File: config.mk
export PLATFORM = sky130hd
export DESIGN_NAME = core_boot_loader
export DESIGN_NICKNAME = d
export VERILOG_FILES = /design/src/rtl/core_boot_loader.sv
export SDC_FILE = /design/constraint.sdc
export NUM_CORES = 1
export LEC_CHECK = 0
export CAP_MARGIN = 10
export CORE_MARGIN = 5
export CORE_UTILIZATION = 30
export DETAILED_ROUTE_END_ITERATION = 16
export HOLD_SLACK_MARGIN = 0.1
export PLACE_DENSITY = 0.67
export RECOVER_POWER = 100
export SETUP_SLACK_MARGIN = 0.2
export SLEW_MARGIN = 20
export SYNTH_ARGS = -nofsm -noshare
export SYNTH_HDL_FRONTEND = slang
export SYNTH_SLANG_ARGS = --single-unit
File: constraint.sdc
create_clock -name clk -period 3.07 [get_ports clk]
set_input_delay 0.307 -clock clk [delete_from_list [all_inputs] [get_ports clk]]
set_output_delay 0.307 -clock clk [all_outputs]
set_load 0.02 [all_outputs]
File: src/rtl/core_boot_loader.sv
// Boot sequencer feeding core_flattened: streams INSTR, REG, BAR and PC packets
// from two synchronous ROMs, then parks the network input on an idle NULL packet.

package core_boot_loader_pkg;

  typedef enum logic [2:0] {
    NET_OP_NULL  = 3'd0,
    NET_OP_INSTR = 3'd1,
    NET_OP_REG   = 3'd2,
    NET_OP_BAR   = 3'd3,
    NET_OP_PC    = 3'd4
  } net_op_e;

  typedef struct packed {
    logic [9:0]  id;
    net_op_e     net_op;
    logic [4:0]  reserved;
    logic [31:0] net_data;
    logic [9:0]  net_addr;
  } net_packet_s;

  localparam int PACKET_W = $bits(net_packet_s);

endpackage

module core_boot_loader
  import core_boot_loader_pkg::*;
#(
  parameter int          INSTR_COUNT = 1024,
  parameter int          REG_COUNT   = 64,
  parameter logic [9:0]  CORE_ID     = 10'd1,
  parameter logic [31:0] BAR_MASK    = 32'h2,
  parameter logic [9:0]  BAR_ADDR    = 10'd24,
  parameter logic [31:0] START_PC    = 32'h5,
  parameter logic [31:0] IDLE_DATA   = 32'hFFFFFFFE
) (
  input  logic                clk,
  input  logic                reset,
  input  logic                start_i,
  output logic [9:0]          instr_addr_o,
  input  logic [15:0]         instr_data_i,
  output logic [5:0]          reg_addr_o,
  input  logic [39:0]         reg_data_i,
  output logic [PACKET_W-1:0] net_packet_flat_o,
  output logic                busy_o,
  output logic                done_o
);

  typedef enum logic [2:0] {
    S_IDLE, S_INSTR, S_REG, S_BAR, S_PC, S_DONE
  } state_e;

  // What the issue stage produced last cycle; travels alongside the ROM latency.
  typedef enum logic [2:0] {
    TAG_NONE, TAG_INSTR, TAG_REG, TAG_BAR, TAG_PC, TAG_IDLE
  } tag_e;

  localparam logic [9:0] INSTR_LAST = 10'(INSTR_COUNT - 1);
  localparam logic [5:0] REG_LAST   = 6'(REG_COUNT - 1);

  state_e      r_state;
  state_e      w_stateNext;
  logic [9:0]  r_instrCnt;
  logic [5:0]  r_regCnt;
  tag_e        r_tagOp;
  tag_e        w_tagNext;
  logic [9:0]  r_tagIdx;
  net_packet_s r_packet;
  net_packet_s w_packetNext;
  logic        r_busy;
  logic        r_done;
  logic        w_unusedRegBits;

  always_ff @(posedge clk) begin
    if (reset) begin
      r_state <= S_IDLE;
    end else begin
      r_state <= w_stateNext;
    end
  end

  always_comb begin
    w_stateNext = r_state;
    w_tagNext   = TAG_NONE;
    case (r_state)
      S_IDLE: begin
        if (start_i) begin
          w_stateNext = S_INSTR;
        end
      end
      S_INSTR: begin
        w_tagNext = TAG_INSTR;
        if (r_instrCnt == INSTR_LAST) begin
          w_stateNext = S_REG;
        end
      end
      S_REG: begin
        w_tagNext = TAG_REG;
        if (r_regCnt == REG_LAST) begin
          w_stateNext = S_BAR;
        end
      end
      S_BAR: begin
        w_tagNext   = TAG_BAR;
        w_stateNext = S_PC;
      end
      S_PC: begin
        w_tagNext   = TAG_PC;
        w_stateNext = S_DONE;
      end
      S_DONE: begin
        w_tagNext = TAG_IDLE;
      end
      default: begin
        w_stateNext = S_IDLE;
      end
    endcase
  end

  // Counters saturate at their last index so the ROM addresses hold afterwards.
  always_ff @(posedge clk) begin
    if (reset) begin
      r_instrCnt <= '0;
      r_regCnt   <= '0;
    end else begin
      if (r_state == S_INSTR && r_instrCnt != INSTR_LAST) begin
        r_instrCnt <= r_instrCnt + 10'd1;
      end
      if (r_state == S_REG && r_regCnt != REG_LAST) begin
        r_regCnt <= r_regCnt + 6'd1;
      end
    end
  end

  always_ff @(posedge clk) begin
    if (reset) begin
      r_tagOp  <= TAG_NONE;
      r_tagIdx <= '0;
    end else begin
      r_tagOp  <= w_tagNext;
      r_tagIdx <= r_instrCnt;
    end
  end

  always_comb begin
    w_packetNext = '0;
    case (r_tagOp)
      TAG_INSTR: begin
        w_packetNext.id       = CORE_ID;
        w_packetNext.net_op   = NET_OP_INSTR;
        w_packetNext.net_data = {16'b0, instr_data_i};
        w_packetNext.net_addr = r_tagIdx;
      end
      TAG_REG: begin
        w_packetNext.id       = CORE_ID;
        w_packetNext.net_op   = NET_OP_REG;
        w_packetNext.net_data = reg_data_i[31:0];
        w_packetNext.net_addr = {4'b0, reg_data_i[37:32]};
      end
      TAG_BAR: begin
        w_packetNext.id       = CORE_ID;
        w_packetNext.net_op   = NET_OP_BAR;
        w_packetNext.net_data = BAR_MASK;
        w_packetNext.net_addr = BAR_ADDR;
      end
      TAG_PC: begin
        w_packetNext.id       = CORE_ID;
        w_packetNext.net_op   = NET_OP_PC;
        w_packetNext.net_data = START_PC;
        w_packetNext.net_addr = '0;
      end
      TAG_IDLE: begin
        w_packetNext.id       = CORE_ID;
        w_packetNext.net_op   = NET_OP_NULL;
        w_packetNext.net_data = IDLE_DATA;
        w_packetNext.net_addr = BAR_ADDR;
      end
      default: begin
        w_packetNext = '0;
      end
    endcase
  end

  // Flags flip together with the first idle packet reaching the output.
  always_ff @(posedge clk) begin
    if (reset) begin
      r_packet <= '0;
      r_busy   <= 1'b0;
      r_done   <= 1'b0;
    end else begin
      r_packet <= w_packetNext;
      if (r_state == S_IDLE && start_i) begin
        r_busy <= 1'b1;
      end
      if (r_tagOp == TAG_IDLE) begin
        r_busy <= 1'b0;
        r_done <= 1'b1;
      end
    end
  end

  assign w_unusedRegBits   = ^reg_data_i[39:38];
  assign instr_addr_o      = r_instrCnt;
  assign reg_addr_o        = r_regCnt;
  assign net_packet_flat_o = r_packet;
  assign busy_o            = r_busy;
  assign done_o            = r_done;

endmodule
# Word-level counts from Yosys, hierarchy flattened
# Cells that the tools add are included.
[word_totals] reg_bits=94 in_bits=59
[classes] n_addsub=2 n_eq_ne=17 muxes=7 n_bitwise=1 n_reduce_logical=6
[op_table] cell="$pmux W42 S5" count=1
[op_table] cell="$pmux W4 S5" count=1
[op_table] cell="$pmux W3 S6" count=1
[op_table] cell="$pmux W3 S5" count=1
[op_table] cell="$eq A3 B2 Y1 const B" count=4
[op_table] cell="$eq A3 B3 Y1 const B" count=4
[op_table] cell="$add A10 B1 Y10 const B" count=1
[op_table] cell="$eq A10 B10 Y1 const B" count=1
[op_table] cell="$ne A10 B10 Y1 const B" count=1
[op_table] cell="$mux W3" count=3
[op_table] cell="$add A6 B1 Y6 const B" count=1
[op_table] cell="$eq A3 B1 Y1 const B" count=2
[op_table] cell="$eq A6 B6 Y1 const B" count=1
[op_table] cell="$ne A2 B2 Y1 const B" count=3
[op_table] cell="$ne A6 B6 Y1 const B" count=1
[op_table] cell="$reduce_and A4 Y1" count=1
[op_table] cell="$logic_and A1 B1 Y1" count=3
[op_table] cell="$logic_not A3 Y1" count=1
[op_table] cell="$reduce_or A2 Y1" count=1
[op_table] cell="$not A1 Y1" count=1

# Depth between registers and ports, before layout
# Gate-level depths: netlist (run 1).
[depth] ltp_word=3 ltp_mapped=6 mapped_depth_nobuf=5

# Worst setup path after synthesis (run 1)
# No wires, ideal clock.
[synth_timing] kind="register to register" start="register r_instrCnt[0], in the netlist instr_addr_o[0]" end="register r_instrCnt[4], in the netlist instr_addr_o[4]" setup_time_ns=0.121 arrival_time_ns=1.537 required_ns=2.949 path_slack_ns=1.412 path_stages_with_launch=6 n_path_buf=0 path_cell_list="dfxtp_1 > ha_1 > nand2_1 > nor3_1 > nor3_1 > mux2_2"
[synth_via] elab_chain_len=2 word_cells_on_any_way=3 cone_classes="add/sub: 1; eq/ne: 1; reduce/logical: 1"
[synth_lines] element="start: declaration" line_no="63" text="logic [9:0] r_instrCnt;"
[synth_lines] element="start signal: assignment" line_no="127" text="r_instrCnt <= r_instrCnt + 10'd1;"
[synth_lines] element="parallel branches: the longest is 2 deep, another holds $add A10 B1 Y10"
# Parallel ways; which one is timed is not known.
# A chain may end at the register's enable or synchronous reset.

# Final worst setup path (run 1)
[layout_timing] start="register r_tagOp[1]" end="register r_packet (netlist bit net_packet_flat_o[31])"
[layout_via] elab_chain_len=2 word_cells_on_any_way=6 cone_classes="eq/ne: 5; mux: 1"
[layout_lines] element="start: declaration" line_no="65" text="tag_e r_tagOp;"
[layout_lines] element="start signal: assignment" line_no="140" text="r_tagOp <= w_tagNext;"
[layout_lines] element="$eq A3 B3 Y1 (tied with other cells)" line_no="147" text="case (r_tagOp)"
[layout_lines] element="$pmux W42 S5 (*)" line_no="147"
[layout_lines] element="end signal: assignment" line_no="191" text="r_packet <= w_packetNext;"
[layout_lines] element="end: declaration" line_no="68" text="net_packet_s r_packet;"
# Mark *: on every way between the ends. The rest lies on a longest branch, timed or not.

==> flow_summary.toml, run 1 <==
[worst_setup_path]
startpoint_kind_of_the_worst_setup_timing_path = "register"
critical_path_class = "register to register"
endpoint_kind = "register"
crit_path_max_incr_delay_ps = 730
rrSetupSlack_ps = 760
path_max_fanout = 23
critical_path_required_ps = 3340
arr_time_crit_path_ps = 2580
cpMaxStageDelayCell = "sky130_fd_sc_hd__clkbuf_1"
cp_cell_sequence = "inv_1 -> nor3_4 -> clkbuf_1 -> nand2_1 -> a21oi_1"

[clock_tree]
number_of_instances_resized_during_post_cts_repair = 0
clkLatencyLatePin_ps = 350
clk_pin_slew_worst_paths_ps = 80
holdBufCountCts = 0
cts.path.max_buffers = 2
tritoncts.num_buffers = 9
tritoncts = "done"
cts.sink_count = 80
cts.root.buffer_cell = "sky130_fd_sc_hd__clkbuf_8"
postCtsSetupBuffers = 0
cts-htree-levels = 3

[floorplan]
ioPinCount = 137
die_height_um = 112
die_w_um = 112
floorplan.initialDensity_pct = 30.5
fp-row-count = 37
die_area_mm2 = 0.0126
fp.coreArea_mm2 = 0.0102

[detailed_routing]
dr.first_iter.drc_count = 128
drtPass1Iterations = 4
detailroute.via_count = 2651
totalWireLength_um = 8060
ant_nets = 0
met2RoutedLength_um = 3910
route.layer.met1.wl_um = 3240
route.detailed.wl_per_inst_um = 13.7
top_layer_reached_by_signal_wires = "met4"
post_detailed_route_drc_marker_count = 0
detail_route.vias_per_cell = 4.52
routed_wl_met3_um = 671

[global_routing]
antenna_found_initial = 0
vias_in_the_first_global_route = 2651
grt_util_all_layers_pct = 12.9
grt_max_degree = 37
grt_first_pass_wirelength_um = 13000
globalRouteOverflowTotal = 0

[outcome]
run_status = "complete, but fails checks"
violated_checks = "max-capacitance violations, max-slew violations"

[cells_and_area]
multiInputGateArea_mm2 = 0.00132
layout.cell_area.non_filler_mm2 = 0.00453
area_growth_pct = 44.9
finish.cell_count_without_fillers = 586
final_nets = 508
finalCoreUtilization_pct = 44.2
layout.filler_cells = 1007
seqCellArea_mm2 = 0.00160
layout-drive-gt1-share_pct = 7.56
n_antenna_cell = 0

[yosys]
netlist.top_cell.by_area = "sky130_fd_sc_hd__dfxtp_1"
yosys_register_bits = 80
synth-edff-count = 0
yosys_warnings = 0
netlist_area_mm2 = 0.00312
ys_async_rst_share_pct = 0
seq_area_frac_synth_pct = 51.3
synthDominantCellAreaShare_pct = 51.3
synthTopCellsByArea = "sky130_fd_sc_hd__dfxtp_1 51%, sky130_fd_sc_hd__nand2_1 4.7%, sky130_fd_sc_hd__a21oi_1 4.3%, sky130_fd_sc_hd__buf_4 3.4%, sky130_fd_sc_hd__nor2_1 3.2%"
syn_inst_count = 328
netlist-cell-type-count = 50
syn-mean-instance-area_um2 = 9.53
yosys_most_used_dff = "sky130_fd_sc_hd__dfxtp_1"

[timing]
clock-skew-final_ps = 4.74
rsz0062_at_grt = "no"
holdWs_ps = 433
finalWorstSetupSlack_ps = 762
max_freq_ghz = 0.433
timing_max_transition_violations_final = 37
final-setup-viol-count = 0
layout_worst_path_cycle_share_pct = 75.2
transition_at_the_pin_with_the_smallest_max_transition_slack_ps = 1520
slew-limit-headroom_pct = -1.17
layout_min_cycle_time_ps = 2310
hold_viol = 0
tns_ps = 0

[pwr]
power.clock.fraction_pct = 36.0
power_density_mw_per_mm2 = 417
power_switching_mw = 0.444
combinationalPowerShare_pct = 8.0
max-vdd-ir-drop_v = 0.000174
seq_power_share_pct = 56.0
cellLeakagePower_nw = 1.82
power.switching_fraction_pct = 23.5
p_int_mw = 1.44
fin_total_pwr_mw = 1.89

[flow_run]
cap_viol_max_count = 1

[placed_design]
dp.final_hpwl_um = 6110
count_of_placed_standard_cells_including_taps = 570
placement.cell_area_mm2 = 0.00438
gp_congestion = 0.769
numPortBuffers = 120
place_ws_ps = 1110

[hold_path]
min-delay-path-class = "register to register"
-- worst max-delay path: cells and delay by family, from the launching register on --
kind                   cells  cell delay (ps)
AND/OR/NAND/NOR            2              660
buffers and inverters      2              910
AO/OA/AOI/OAI              1              210
flip-flops                 1              450
-- per-layer routing --
| layer | vias to the layer above | track usage, % |
|---|---|---|
| li1 | 1329 | - |
| met2 | 100 | 23.3 |
| met1 | 1208 | 13.2 |
| met4 | 0 | 7.37 |
| met5 | - | 0 |
| met3 | 14 | 3.83 |
-- state kept, by name (all words and copies together), names as in the netlist --
register and flops:
net_packet_flat_o 46, instr_addr_o 10, r_tagIdx 10, busy_o 1
r_tagOp 3, reg_addr_o 6, done_o 1, r_state 3
-- area by class of cell --
type / instances / share of cell area, %
Sequential cell: 80 / 35.4
Inverter: 5 / 0.415
Clock inverter: 5 / 0.719
Tap cell: 136 / 3.76
Clock buffer: 11 / 3.12
Timing Repair Buffer: 125 / 27.4
Multi-Input combinational cell: 224 / 29.2
-- Yosys cell counts (2+ instances only) --
master / n
sky130_fd_sc_hd__dfxtp_1: 80
sky130_fd_sc_hd__nand2_1: 39
sky130_fd_sc_hd__a21oi_1: 27
sky130_fd_sc_hd__nor2_1: 27
sky130_fd_sc_hd__o21ai_0: 17
sky130_fd_sc_hd__buf_4: 14
sky130_fd_sc_hd__nor2b_1: 12
sky130_fd_sc_hd__a21oi_2: 11
sky130_fd_sc_hd__clkbuf_1: 7
sky130_fd_sc_hd__and2_1: 5
sky130_fd_sc_hd__buf_6: 5
sky130_fd_sc_hd__inv_1: 5
sky130_fd_sc_hd__nand3_1: 5
sky130_fd_sc_hd__nor3_1: 5
sky130_fd_sc_hd__a211oi_1: 4
sky130_fd_sc_hd__a22oi_1: 4
sky130_fd_sc_hd__buf_2: 4
sky130_fd_sc_hd__ha_1: 4
sky130_fd_sc_hd__nand4_1: 4
sky130_fd_sc_hd__and3_1: 3
sky130_fd_sc_hd__mux2i_1: 3
sky130_fd_sc_hd__nand3b_1: 3
sky130_fd_sc_hd__o211a_1: 3
sky130_fd_sc_hd__xor2_1: 3
sky130_fd_sc_hd__and4_1: 2
sky130_fd_sc_hd__buf_1: 2
sky130_fd_sc_hd__mux2_1: 2
sky130_fd_sc_hd__mux2_2: 2
sky130_fd_sc_hd__nand2b_1: 2
sky130_fd_sc_hd__o31ai_1: 2
sky130_fd_sc_hd__or3b_1: 2
sky130_fd_sc_hd__xnor2_1: 2
-- power groups by stage --
stage / sequential (mW) / combinational (mW) / clock [mW]
after floorplan: 1.08 / 0.0734 / 0
after global placement: 1.08 / 0.154 / 0
after detailed placement: 1.08 / 0.156 / 0
after CTS: 1.06 / 0.157 / 0.703
after global routing: 1.06 / 0.164 / 0.745
final: 1.06 / 0.151 / 0.679
-- final timing paths --
path | start | endpoint | cells past startpoint
setup / recovery | r_tagOp[1] | net_packet_flat_o[31] | 5
setup reg to reg | r_tagOp[1] | net_packet_flat_o[31] | 5
hold reg to reg | r_tagIdx[7] | net_packet_flat_o[7] | 1
hold / removal | r_tagIdx[7] | net_packet_flat_o[7] | 1
-- logic make-up (layout without fill, tap and decap cells) --
kind of cell	Yosys count	after routing	synth area share, %
AND/OR/NAND/NOR	118	118	19.9
flip-flops	80	80	51.3
AO/OA/AOI/OAI	76	76	15.8
buffers and inverters	37	146	7.49
multiplexers	7	7	2.40
XOR/XNOR	5	5	1.40
adder cells (fa/ha/maj)	4	4	1.60
other	1	14	0.120
-- placed cells by master, fill, tap and decap left out, types with 3 or more instances in the layout --
master                            count
sky130_fd_sc_hd__nor2_1              27
sky130_fd_sc_hd__clkinvlp_4           3
sky130_fd_sc_hd__nand4_1              4
sky130_fd_sc_hd__o21ai_0             17
sky130_fd_sc_hd__xor2_1               3
sky130_fd_sc_hd__dfxtp_1             80
sky130_fd_sc_hd__inv_1                5
sky130_fd_sc_hd__clkbuf_8            10
sky130_fd_sc_hd__and3_1               3
sky130_fd_sc_hd__nor3_1               5
sky130_fd_sc_hd__a22oi_1              4
sky130_fd_sc_hd__nand3b_1             3
sky130_fd_sc_hd__nand3_1              5
sky130_fd_sc_hd__a211oi_1             4
sky130_fd_sc_hd__clkbuf_1             4
sky130_fd_sc_hd__nand2_1             39
sky130_fd_sc_hd__nor2b_1             12
sky130_fd_sc_hd__conb_1              14
sky130_fd_sc_hd__a21oi_2              7
sky130_fd_sc_hd__mux2i_1              3
sky130_fd_sc_hd__dlygate4sd3_1       65
sky130_fd_sc_hd__and2_0               4
sky130_fd_sc_hd__clkdlybuf4s50_1     55
sky130_fd_sc_hd__ha_1                 4
sky130_fd_sc_hd__a21oi_1             31
sky130_fd_sc_hd__o211a_1              3
No activity file was read; power rests on OpenSTA's default activity.
==> inputs of run 2 (changes only) <==
==> constraint.sdc (replaced) <==
create_clock -name clk -period 2.2 [get_ports clk]
set_input_delay 0.22 -clock clk [delete_from_list [all_inputs] [get_ports clk]]
set_output_delay 0.22 -clock clk [all_outputs]
set_load 0.02 [all_outputs]
==> run 2 against run 1 <==
The flow now finishes without violations; combinational power increased by 46%; global-route usage decreased by 0.32 points; sequential cell count unchanged; setup slack got worse by 450 ps; power increased by 51%; wire length decreased by 0.81%; first-iteration DRC count increased by 15%; clock skew increased by 4.9 ps; critical path type unchanged.
==> flow_summary.toml, run 2 (synthesized netlist as in run 1, its figures left out) <==
[clock_tree]
cts.root.buffer_cell = "sky130_fd_sc_hd__clkbuf_8"
postCtsSetupBuffers = 0
clk_pin_slew_worst_paths_ps = 80
cts.path.max_buffers = 2
clkLatencyLatePin_ps = 360
cts-htree-levels = 3
tritoncts = "done"
tritoncts.num_buffers = 9
cts.sink_count = 80

[detailed_routing]
ant_nets = 0
detailroute.via_count = 2679
top_layer_reached_by_signal_wires = "met4"
dr.first_iter.drc_count = 147
totalWireLength_um = 7990
detail_route.vias_per_cell = 4.53
met2RoutedLength_um = 3800
drtPass1Iterations = 4
routed_wl_met3_um = 700
route.detailed.wl_per_inst_um = 13.5
route.layer.met1.wl_um = 3360
post_detailed_route_drc_marker_count = 0

[global_routing]
antenna_found_initial = 0
vias_in_the_first_global_route = 2500
globalRouteOverflowTotal = 0
grt_first_pass_wirelength_um = 12600
grt_max_degree = 36
grt_util_all_layers_pct = 12.6

[timing]
final-setup-viol-count = 0
slew-limit-headroom_pct = 57.0
max_freq_ghz = 0.529
holdWs_ps = 408
hold_viol = 0
layout_min_cycle_time_ps = 1890
layout_worst_path_cycle_share_pct = 85.9
rsz0062_at_grt = "no"
clock-skew-final_ps = 9.64
finalWorstSetupSlack_ps = 310
timing_max_transition_violations_final = 0
tns_ps = 0
transition_at_the_pin_with_the_smallest_max_transition_slack_ps = 639

[pwr]
cellLeakagePower_nw = 1.86
seq_power_share_pct = 51.6
power.clock.fraction_pct = 40.7
fin_total_pwr_mw = 2.85
power.switching_fraction_pct = 22.0
power_density_mw_per_mm2 = 621
max-vdd-ir-drop_v = 0.000260
p_int_mw = 2.22
power_switching_mw = 0.626
combinationalPowerShare_pct = 7.7

[placed_design]
gp_congestion = 0.793
dp.final_hpwl_um = 6020
numPortBuffers = 120
place_ws_ps = 373

[cells_and_area]
layout_commonest_cell = "sky130_fd_sc_hd__dfxtp_1"
largest_register_ffs = 46
layout.filler_cells = 981
area_growth_pct = 46.7
mostFrequentLayoutCells = "80 x sky130_fd_sc_hd__dfxtp_1, 65 x sky130_fd_sc_hd__dlygate4sd3_1, 55 x sky130_fd_sc_hd__clkdlybuf4s50_1"
finalCoreUtilization_pct = 44.8
final_nets = 514
layout-drive-gt1-share_pct = 8.11
n_antenna_cell = 0

[worst_setup_path]
crit_path_max_incr_delay_ps = 500
cp_cell_sequence = "inv_1 -> ha_1 -> a21o_1 -> clkbuf_2 -> a21oi_1"
path_max_fanout = 29
critical_path_class = "register to register"
startpoint_kind_of_the_worst_setup_timing_path = "register"
endpoint_kind = "register"
arr_time_crit_path_ps = 2100
cpMaxStageDelayCell = "sky130_fd_sc_hd__clkbuf_2"
critical_path_required_ps = 2410

[outcome]
run_status = "complete, no violations"

[hold_path]
min-delay-path-class = "input pin to register"

[floorplan]
fp-row-count = 37
floorplan.initialDensity_pct = 30.5
die_area_mm2 = 0.0126
fp.coreArea_mm2 = 0.0102
die_height_um = 112
ioPinCount = 137
die_w_um = 112

[flow_run]
cap_viol_max_count = 0
## run 2: cell count changes in the layout (fill, tap and decap cells not counted), sizes merged
cell | before | now
buf | 2 | 6
bufinv | 0 | 2
clkbuf | 14 | 16
clkinvlp | 3 | 1
## run 2: routing by layer
layer | vias to the layer above | track usage, %
li1 | 1342 | -
met1 | 1230 | 13.9
met2 | 100 | 21.2
met3 | 7 | 5.44
met4 | 0 | 5.29
met5 | - | 0
## run 2: final cells by class
class | count | area (µm²) | area share [%]
Multi-Input combinational cell | 224 | 1310 | 28.7
Tap cell | 136 | 170 | 3.71
Sequential cell | 80 | 1600 | 34.9
Inverter | 5 | 18.8 | 0.410
Timing Repair Buffer | 131 | 1270 | 27.6
Clock inverter | 5 | 81.3 | 1.77
Clock buffer | 11 | 131 | 2.87
## run 2: worst max-delay path, delay by kind of cell, from the launching register on
kind	cells	cell delay, ps
buffers and inverters	2	680
DFF	1	450
adders and majority gates	1	310
AOI/OAI and AO/OA	2	290
## run 2: worst paths after layout
path	startpoint	to	slack, ps	depth (start not counted)
worst max register to register	r_tagOp[1]	net_packet_flat_o[36]	310	5
worst max-delay path	r_tagOp[1]	net_packet_flat_o[36]	310	5
worst min register to register	r_tagIdx[7]	net_packet_flat_o[7]	430	1
worst min-delay path	reg_data_i[15]	net_packet_flat_o[25]	410	3
## run 2: stage by stage
step / cells / cell area [µm²]
final: 592 / 4580
after global placement: 576 / 4410
after CTS: 592 / 4620
after floorplan: 341 / 3170
after global routing: 592 / 4580
after detailed placement: 576 / 4410
## run 2: what timing repair did
item                       4_1_cts  5_1_grt
hold buffers                     0        0
gates resized for setup          0        1
setup endpoints to repair        0        9
## run 2: power groups by stage
stage	Sequential, mW	Combinational, mW	Clock (mW)
2_1_floorplan	1.51	0.102	0
3_3_place_gp	1.50	0.227	0
3_5_place_dp	1.50	0.228	0
4_1_cts	1.47	0.231	1.20
5_1_grt	1.47	0.237	1.27
6_report	1.47	0.220	1.16
==> inputs of run 3 (changes only) <==
--- a/config.mk
+++ b/config.mk
@@ -10,7 +10,6 @@
 export CORE_UTILIZATION = 30
 export DETAILED_ROUTE_END_ITERATION = 16
 export HOLD_SLACK_MARGIN = 0.1
-export PLACE_DENSITY = 0.67
 export RECOVER_POWER = 100
 export SETUP_SLACK_MARGIN = 0.2
 export SLEW_MARGIN = 20
==> run 3 against run 2 <==
Final cell count shrank 0.17%; via count decreased by 1.4%; setup slack improved by 4.4 ps; utilization barely moved; sequential power hardly changed; non-clock buffer count fell by 1; critical path type is now input pin to register.
==> flow_summary.toml, run 3 (synthesized netlist as in run 1, its figures left out) <==
[outcome]
run_status = "complete, no violations"

[worst_setup_path]
cp_cell_sequence = "dlygate4sd3_1 -> clkbuf_1 -> nor2b_1 -> mux2_2"
critical_path_required_ps = 2440
r2r_cells = 5
cp_capture_point = "instr_addr_o[4]"
endpoint_kind = "register"
path_max_fanout = 25
critical_path_class = "input pin to register"
arr_time_crit_path_ps = 2120
cpMaxStageDelayCell = "sky130_fd_sc_hd__clkbuf_1"
r2r_start = "r_tagOp[1]"
critPathLaunch = "reset"
r2r_end = "net_packet_flat_o[10]"
rrSetupSlack_ps = 360
startpoint_kind_of_the_worst_setup_timing_path = "input pin"
crit_path_max_incr_delay_ps = 820

[pwr]
power.switching_fraction_pct = 23.2
power_density_mw_per_mm2 = 634
power.clock.fraction_pct = 41.9
seq_power_share_pct = 50.6
p_int_mw = 2.23
power_switching_mw = 0.673
cellLeakagePower_nw = 1.86
combinationalPowerShare_pct = 7.6
fin_total_pwr_mw = 2.90
max-vdd-ir-drop_v = 0.000227

[detailed_routing]
dr.first_iter.drc_count = 139
drtPass1Iterations = 4
post_detailed_route_drc_marker_count = 0
detailroute.via_count = 2642
route.detailed.wl_per_inst_um = 13.6
ant_nets = 0
detail_route.vias_per_cell = 4.47
totalWireLength_um = 8060

[timing]
rsz0062_at_grt = "no"
holdWs_ps = 417
layout_worst_path_cycle_share_pct = 85.7
finalWorstSetupSlack_ps = 315
max_freq_ghz = 0.530
hold_viol = 0
timing_max_transition_violations_final = 0
tns_ps = 0
slew-limit-headroom_pct = 27.7
layout_min_cycle_time_ps = 1890
clock-skew-final_ps = 10.4
final-setup-viol-count = 0
transition_at_the_pin_with_the_smallest_max_transition_slack_ps = 1080

[placed_design]
place_ws_ps = 431
count_of_placed_standard_cells_including_taps = 575
placement.cell_area_mm2 = 0.00440
gp_congestion = 0.841
dp.final_hpwl_um = 5950
numPortBuffers = 120

[global_routing]
grt_max_degree = 36
vias_in_the_first_global_route = 2615
antenna_found_initial = 0
grt_first_pass_wirelength_um = 13100
globalRouteOverflowTotal = 0
grt_util_all_layers_pct = 12.9

[hold_path]
min-delay-path-class = "input pin to register"

[floorplan]
fp.coreArea_mm2 = 0.0102
ioPinCount = 137
fp-row-count = 37
die_height_um = 112
floorplan.initialDensity_pct = 30.5
die_area_mm2 = 0.0126
die_w_um = 112

[clock_tree]
postCtsSetupBuffers = 0
tritoncts.num_buffers = 9
holdBufCountCts = 0
cts.path.max_buffers = 2
cts.sink_count = 80
clk_pin_slew_worst_paths_ps = 90
cts-htree-levels = 3
cts.root.buffer_cell = "sky130_fd_sc_hd__clkbuf_8"
tritoncts = "done"
number_of_instances_resized_during_post_cts_repair = 0
clkLatencyLatePin_ps = 350

[cells_and_area]
layout.cell_area.non_filler_mm2 = 0.00458
mostFrequentLayoutCells = "80 x sky130_fd_sc_hd__dfxtp_1, 65 x sky130_fd_sc_hd__dlygate4sd3_1, 55 x sky130_fd_sc_hd__clkdlybuf4s50_1"
layout.filler_cells = 990
n_antenna_cell = 0
layout_commonest_cell = "sky130_fd_sc_hd__dfxtp_1"
final_nets = 513
finish.cell_count_without_fillers = 591
finalCoreUtilization_pct = 44.8
layout-drive-gt1-share_pct = 7.91
area_growth_pct = 46.7
largest_register_ffs = 46

[flow_run]
cap_viol_max_count = 0
[run 3: layout make-up]
| type | instances | area, µm² | share of cell area, % |
|---|---|---|---|
| tap | 136 | 170 | 3.71 |
| inverter | 5 | 18.8 | 0.410 |
| clock inverter | 7 | 103 | 2.24 |
| sequential | 80 | 1600 | 35.0 |
| timing repair buffer | 130 | 1260 | 27.6 |
| clock buffer | 9 | 124 | 2.70 |
| multi-input combinational | 224 | 1300 | 28.4 |
[run 3: worst max-delay path, delay by kind of cell]
kind	cells	cell delay [ps]
buffers and inverters	2	1410
and+or+nand+nor	1	170
muxes	1	310
[run 3: routing by layer]
| layer | global-route usage (%) | part of all wire (%) | vias to the layer above |
|---|---|---|---|
| met2 | 20.9 | 46 | 96 |
| met5 | 0 | 0 | - |
| met4 | 3.93 | 1.4 | 0 |
| met3 | 4.91 | 7.8 | 8 |
| li1 | - | - | 1340 |
| met1 | 16.1 | 44 | 1198 |
[run 3: how the worst min path moves through the flow]
| stage | startpoint | end | depth (start not counted) | slack [ps] |
|---|---|---|---|---|
| 2_1_floorplan | reg_data_i[14] | net_packet_flat_o[24] | 2 | 350 |
| 6_report | reg_data_i[29] | net_packet_flat_o[39] | 3 | 420 |
| 3_5_place_dp | r_tagIdx[7] | net_packet_flat_o[7] | 1 | 410 |
| 4_1_cts | reg_data_i[29] | net_packet_flat_o[39] | 3 | 400 |
| 3_3_place_gp | r_tagIdx[9] | net_packet_flat_o[9] | 1 | 410 |
| 5_1_grt | reg_data_i[11] | net_packet_flat_o[21] | 3 | 410 |
[run 3: power by group through the flow]
stage	combinational (mW)	clock (mW)	sequential, mW
final	0.220	1.22	1.47
after global routing	0.240	1.31	1.47
after CTS	0.230	1.26	1.47
after detailed placement	0.228	0	1.50
after global placement	0.227	0	1.50
after floorplan	0.102	0	1.51
